## config.mk

```make
export PLATFORM = sky130hd
export DESIGN_NAME = coin_vend_controller_flat
export DESIGN_NICKNAME = d
export VERILOG_FILES = /design/src/rtl/coin_vend_controller_if.sv /design/src/rtl/coin_vend_controller.sv /design/src/flat_wrapper.sv
export SDC_FILE = /design/constraint.sdc
export NUM_CORES = 1
export LEC_CHECK = 0
export ABC_AREA = 1
export BUFFER_PORTS_ARGS = -buffer_cell sky130_fd_sc_hd__buf_2
export CAP_MARGIN = 20
export CORE_MARGIN = 5
export CORE_UTILIZATION = 45
export DETAILED_ROUTE_END_ITERATION = 6
export PLACE_DENSITY = 0.67
export SYNTH_ARGS = -nofsm -noshare
export SYNTH_HDL_FRONTEND = slang
export SYNTH_SLANG_ARGS = --single-unit
```

## constraint.sdc

```tcl
create_clock -name clk -period 3.62 [get_ports clk]
set_input_delay 0.543 -clock clk [delete_from_list [all_inputs] [get_ports clk]]
set_output_delay 0.543 -clock clk [all_outputs]
set_load 0.01 [all_outputs]
```

## src/rtl/coin_vend_controller_if.sv

```systemverilog
// Coin-vend controller bus: coin-slot inputs, vend/cancel requests and the
// registered credit / pulse / busy outputs grouped into one bundle.
//   master : front end / bench side (drives coins, price, vend_req, cancel)
//   slave  : controller side (drives credit, pulses, busy)
interface coin_vend_controller_if #(
   parameter int WIDTH = 10
);
   logic             in_q;
   logic             in_d;
   logic             in_n;
   logic [WIDTH-1:0] price;
   logic             vend_req;
   logic             cancel;
   logic [WIDTH-1:0] credit;
   logic             coin_reject;
   logic             vend_ok;
   logic             vend_deny;
   logic             out_q;
   logic             out_d;
   logic             out_n;
   logic             busy;

   modport master (
      output in_q, in_d, in_n, price, vend_req, cancel,
      input  credit, coin_reject, vend_ok, vend_deny, out_q, out_d, out_n, busy
   );

   modport slave (
      input  in_q, in_d, in_n, price, vend_req, cancel,
      output credit, coin_reject, vend_ok, vend_deny, out_q, out_d, out_n, busy
   );
endinterface

```

## src/rtl/coin_vend_controller.sv

```systemverilog
// Coin accumulator with vend and change return.
// Sums quarter/dime/nickel inputs into a credit register capped at
// MAX_CREDIT (a coin group that would exceed the cap is refused whole).
// A vend request debits the price; any remainder, or the whole credit on
// cancel, is paid back greedily one coin per cycle while busy is high.
// Ports:
//   clk  : clock, rising edge
//   rst  : asynchronous, active-high reset
//   bus  : coin_vend_controller_if.slave (coins, price, vend_req, cancel in;
//          credit, coin_reject, vend_ok, vend_deny, out_q/d/n, busy out)
// All outputs are registered: they reflect the inputs sampled one edge earlier.
module coin_vend_controller #(
   parameter int WIDTH      = 10,
   parameter int Q_VALUE    = 25,
   parameter int D_VALUE    = 10,
   parameter int N_VALUE    = 5,
   parameter int MAX_CREDIT = 500
) (
   input logic                  clk,
   input logic                  rst,
   coin_vend_controller_if.slave bus
);
   localparam int XW = WIDTH + 2;

   typedef enum logic {IDLE, CHANGE} state_t;

   state_t           state_q, state_d;
   logic [WIDTH-1:0] credit_q, credit_d;
   logic             reject_q, reject_d;
   logic             ok_q, ok_d;
   logic             deny_q, deny_d;
   logic             oq_q, oq_d;
   logic             od_q, od_d;
   logic             on_q, on_d;

   logic             any_coin;
   logic [XW-1:0]    coin_sum;
   logic [XW-1:0]    credit_sum;
   logic             sum_fits;
   logic             can_vend;
   logic             ge_q, ge_d, ge_n;

   // Sum is formed two bits wider than credit so a full group on top of a
   // near-max credit cannot wrap before the cap check.
   assign any_coin   = bus.in_q | bus.in_d | bus.in_n;
   assign coin_sum   = (bus.in_q ? XW'(Q_VALUE) : '0)
                     + (bus.in_d ? XW'(D_VALUE) : '0)
                     + (bus.in_n ? XW'(N_VALUE) : '0);
   assign credit_sum = XW'(credit_q) + coin_sum;
   assign sum_fits   = credit_sum <= XW'(MAX_CREDIT);
   assign can_vend   = credit_q >= bus.price;

   assign ge_q = credit_q >= WIDTH'(Q_VALUE);
   assign ge_d = credit_q >= WIDTH'(D_VALUE);
   assign ge_n = credit_q >= WIDTH'(N_VALUE);

   // State and output registers
   always_ff @(posedge clk or posedge rst) begin
      if (rst) begin
         state_q  <= IDLE;
         credit_q <= '0;
         reject_q <= 1'b0;
         ok_q     <= 1'b0;
         deny_q   <= 1'b0;
         oq_q     <= 1'b0;
         od_q     <= 1'b0;
         on_q     <= 1'b0;
      end else begin
         state_q  <= state_d;
         credit_q <= credit_d;
         reject_q <= reject_d;
         ok_q     <= ok_d;
         deny_q   <= deny_d;
         oq_q     <= oq_d;
         od_q     <= od_d;
         on_q     <= on_d;
      end
   end

   // Next state and credit
   always_comb begin
      state_d  = state_q;
      credit_d = credit_q;
      case (state_q)
         IDLE: begin
            // cancel > vend_req > coins
            if (bus.cancel) begin
               if (credit_q != '0) state_d = CHANGE;
            end else if (bus.vend_req) begin
               if (can_vend) begin
                  credit_d = credit_q - bus.price;
                  if (credit_q != bus.price) state_d = CHANGE;
               end
            end else if (any_coin && sum_fits) begin
               credit_d = credit_sum[WIDTH-1:0];
            end
         end
         CHANGE: begin
            if (ge_q)      credit_d = credit_q - WIDTH'(Q_VALUE);
            else if (ge_d) credit_d = credit_q - WIDTH'(D_VALUE);
            else if (ge_n) credit_d = credit_q - WIDTH'(N_VALUE);
            else           credit_d = '0;  // sub-nickel residue is forfeited
            if (credit_d == '0) state_d = IDLE;
         end
         default: begin
            state_d  = IDLE;
            credit_d = '0;
         end
      endcase
   end

   // Next pulse outputs
   always_comb begin
      reject_d = 1'b0;
      ok_d     = 1'b0;
      deny_d   = 1'b0;
      oq_d     = 1'b0;
      od_d     = 1'b0;
      on_d     = 1'b0;
      case (state_q)
         IDLE: begin
            if (bus.cancel || bus.vend_req) begin
               // A request takes the cycle; coins alongside it are refused.
               reject_d = any_coin;
               if (!bus.cancel) begin
                  ok_d   = can_vend;
                  deny_d = !can_vend;
               end
            end else begin
               reject_d = any_coin && !sum_fits;
            end
         end
         CHANGE: begin
            reject_d = any_coin;
            oq_d     = ge_q;
            od_d     = !ge_q && ge_d;
            on_d     = !ge_q && !ge_d && ge_n;
         end
         default: ;
      endcase
   end

   assign bus.credit      = credit_q;
   assign bus.coin_reject = reject_q;
   assign bus.vend_ok     = ok_q;
   assign bus.vend_deny   = deny_q;
   assign bus.out_q       = oq_q;
   assign bus.out_d       = od_q;
   assign bus.out_n       = on_q;
   assign bus.busy        = (state_q == CHANGE);
endmodule
```

## src/flat_wrapper.sv

```systemverilog
// flat-port wrapper written by rule: the top's interface ports become plain ports
module coin_vend_controller_flat 
#(
   parameter int WIDTH      = 10,
   parameter int Q_VALUE    = 25,
   parameter int D_VALUE    = 10,
   parameter int N_VALUE    = 5,
   parameter int MAX_CREDIT = 500
)
  (clk, rst, bus_in_q, bus_in_d, bus_in_n, bus_price, bus_vend_req, bus_cancel, bus_credit, bus_coin_reject, bus_vend_ok, bus_vend_deny, bus_out_q, bus_out_d, bus_out_n, bus_busy);
  coin_vend_controller_if #(.WIDTH(WIDTH)) bus_i ();
  input logic clk;
  input logic rst;
  input wire logic [$bits(bus_i.in_q)-1:0] bus_in_q;
  input wire logic [$bits(bus_i.in_d)-1:0] bus_in_d;
  input wire logic [$bits(bus_i.in_n)-1:0] bus_in_n;
  input wire logic [$bits(bus_i.price)-1:0] bus_price;
  input wire logic [$bits(bus_i.vend_req)-1:0] bus_vend_req;
  input wire logic [$bits(bus_i.cancel)-1:0] bus_cancel;
  output wire logic [$bits(bus_i.credit)-1:0] bus_credit;
  output wire logic [$bits(bus_i.coin_reject)-1:0] bus_coin_reject;
  output wire logic [$bits(bus_i.vend_ok)-1:0] bus_vend_ok;
  output wire logic [$bits(bus_i.vend_deny)-1:0] bus_vend_deny;
  output wire logic [$bits(bus_i.out_q)-1:0] bus_out_q;
  output wire logic [$bits(bus_i.out_d)-1:0] bus_out_d;
  output wire logic [$bits(bus_i.out_n)-1:0] bus_out_n;
  output wire logic [$bits(bus_i.busy)-1:0] bus_busy;
  assign bus_i.in_q = bus_in_q;
  assign bus_i.in_d = bus_in_d;
  assign bus_i.in_n = bus_in_n;
  assign bus_i.price = bus_price;
  assign bus_i.vend_req = bus_vend_req;
  assign bus_i.cancel = bus_cancel;
  assign bus_credit = bus_i.credit;
  assign bus_coin_reject = bus_i.coin_reject;
  assign bus_vend_ok = bus_i.vend_ok;
  assign bus_vend_deny = bus_i.vend_deny;
  assign bus_out_q = bus_i.out_q;
  assign bus_out_d = bus_i.out_d;
  assign bus_out_n = bus_i.out_n;
  assign bus_busy = bus_i.busy;
  coin_vend_controller #(.WIDTH(WIDTH), .Q_VALUE(Q_VALUE), .D_VALUE(D_VALUE), .N_VALUE(N_VALUE), .MAX_CREDIT(MAX_CREDIT)) u_core (.clk(clk), .rst(rst), .bus(bus_i));
endmodule
```

==> results.toml <==
[route]
drc = 0
drt_first_iter_violations = 285
ant_nets = 0
wl_mm = 7.875
vias_per_cell = 5.299
wl_per_cell_um = 14.53
firstDrtPassIters = 5
route.vias.total = 2872

[global_routing]
overflow = 0
antenna_found_initial = 0
track_usage = 0.2194
grt_pass1_vias = 2720
grt_max_degree = 22
grt_pass1_wl_mm = 13.36

[job]
max-cap-violations = 0

[finish]
area_growth_syn_to_layout_pct = 9.309
drive_gt1_frac = 0.1413
nFillCells = 629
final_common_cell = "nand2_1"
mostFrequentLayoutCells = "nand2_1 (130), inv_1 (58), nand3_1 (46)"
final_util = 0.5043
instances_no_fill = 542
final_area_um2 = 2968
diodes = 0
nets = 516

[timing]
worstMarginPinSlew_ns = 0.6640
rsz0062_at_grt = "false"
fin_crit_ns = 3.011
slew_violations = 0
slew_headroom = 0.5568
setup_tns_ns = 0
setup_viol = 0
period_share = 0.8316
final_hold_viol_count = 0
max_freq_mhz = 332.2
skew_ns = 0.01172

[setup_path]
cp.required_ns = 3.77
crit_arrival_ns = 3.16
path_class = "reg2reg"
crit_path_start_kind = "flop"
endpoint_kind = "flop"
worstPathMaxFanout = 11
r2r-start = "u_core.bus.credit[0]$_DFFE_PP0P_"
crit_path_start = "u_core.bus.credit[0]$_DFFE_PP0P_"

[synthesis]
synth_flop_cell = "dfrtp_1"
syn_nets = 487
syn_inst = 439
syn_area_um2 = 2715
yosys_warnings = 0
yosysSeqAreaShare = 0.1567
synthDistinctLibCells = 39
synth-edff-count = 0
synth.avg_cell_area_um2 = 6.185
async_reset_ff_frac = 1.000
synth-seq-cells = 17

[clock_network]
htreeDepth = 1
cts_buffers = 3
cts_hold_buf = 0
cts_setup_buffers = 0
clk_latency_ns = 0.26
cts.path.max_buffers = 2
cts.repair.resized = 0
cts_tree = "built"
root_buffer = "clkbuf_8"
clk_pin_slew_ns = 0.08
cts_sinks = 17

[place]
io_buffers = 33
hpwl_mm = 6.310
gp_congestion = 0.9817
dpl_cell_area_um2 = 2919
placed_cells = 538

[pwr]
p_total_uw = 2728
swShare = 0.5927
p_sw_uw = 1617
clkPwrFrac = 0.055
p_leak_uw = 0.001664
combPwrFrac = 0.791
power_frac_seq = 0.155
internal_power_uw = 1111
power_density_nw_per_um2 = 919.2
ir_worst_vdd_uv = 367.9

[floorplan]
start_util = 0.4613
die_area_um2 = 7687
row_count = 28
io_pins = 34
core_area_um2 = 5886
die_h_um = 87.68
die_w_um = 87.68

[worst_hold_path]
hold_class = "in2async"

[status]
status = "complete, no violations"
final cells by class:
cell class / count / area (um^2) / share of cell area
Clock buffer: 3 / 41.29 / 0.01391
Sequential cell: 17 / 425.4 / 0.1433
Inverter: 65 / 244.0 / 0.08221
Multi-Input combinational cell: 344 / 1961 / 0.6606
Clock inverter: 1 / 7.507 / 0.002530
Tap cell: 75 / 93.84 / 0.03162
Timing Repair Buffer: 37 / 195.2 / 0.06577
per-layer routing:
layer | part of all wire | wire length (um) | track usage | up-vias
met4 | 0.026 | 205 | 0.05300 | 0
li1 | - | - | - | 1462
met2 | 0.46 | 3602 | 0.3616 | 105
met5 | 0 | 0 | 0 | -
met3 | 0.067 | 524 | 0.03481 | 17
met1 | 0.45 | 3543 | 0.3001 | 1288
cells in the mapped netlist, drive strengths merged, types with 4 or more instances:
cell type / n / area, um^2
fa: 4 / 80.08
o21ai: 22 / 117.6
a21oi: 7 / 35.03
dfrtp: 17 / 425.4
nand4: 19 / 118.9
nand2: 134 / 513.0
clkbuf: 4 / 15.01
nor2: 46 / 216.5
buf: 9 / 70.06
xor2: 14 / 122.6
nor3: 4 / 25.02
nand3: 51 / 280.3
inv: 64 / 240.2
ha: 27 / 337.8
per-stage QoR:
stage	setup slack (ns)	hold WS [ns]
5_1_grt	0.3076	0.4477
3_5_place_dp	0.5921	0.6558
2_1_floorplan	1.090	0.4691
4_1_cts	0.6469	0.3862
3_3_place_gp	0.6391	0.6437
6_report	0.6095	0.3615
worst paths after layout:
check	endpoint	slack, ns	cells past startpoint
min in group clk	u_core.bus.vend_deny$_DFF_PP0_	0.51	2
max reg2reg	u_core.bus.credit[3]$_DFFE_PP0P_	0.61	15
min	u_core.bus.credit[1]$_DFFE_PP0P_	0.36	2
max	u_core.bus.credit[3]$_DFFE_PP0P_	0.61	15
max in group asynchronous	u_core.bus.vend_ok$_DFF_PP0_	2.83	2
min reg2reg	u_core.bus.credit[0]$_DFFE_PP0P_	0.68	2
critical path, stage by stage, from the launching register on:
cell and delay, ns:
dfrtp_1 0.45, inv_1 0.26, fa_1 0.23, inv_1 0.04, ha_1 0.21, fa_1 0.43
nand4_1 0.13, nand3_1 0.10, nand2_1 0.09, nand2_1 0.08, nor2_1 0.12, nand3_1 0.12
nand3_2 0.21, nand3_2 0.22, nand2_1 0.13, nand2_1 0.06
power by group through the flow:
stage                     registers (uW)  clock network, uW  logic (uW)
after floorplan                      374                  0        1650
after global placement               426                  0        2110
after detailed placement             422                  0        2130
after CTS                            419                150        2140
after global routing                 432                155        2480
final                                422                149        2160
state kept, by name, summed over array words and instances (netlist names):
register	flops
u_core.bus.credit	10
u_core.bus.vend_deny	1
u_core.bus.out_q	1
u_core.bus.coin_reject	1
u_core.bus.vend_ok	1
u_core.bus.busy	1
u_core.bus.out_d	1
u_core.bus.out_n	1
cells by family (layout without fill, tap and decap cells):
logic type,Yosys count,count (layout),synth area share
XOR/XNOR,16,16,0.05161
AO/OA/AOI/OAI,37,37,0.07742
adder cells (fa/ha/maj),31,31,0.1539
AND/OR/NAND/NOR,260,260,0.4392
flip-flops,17,17,0.1567
buffers and inverters,78,106,0.1212
Power figures use the tool's default switching activity.
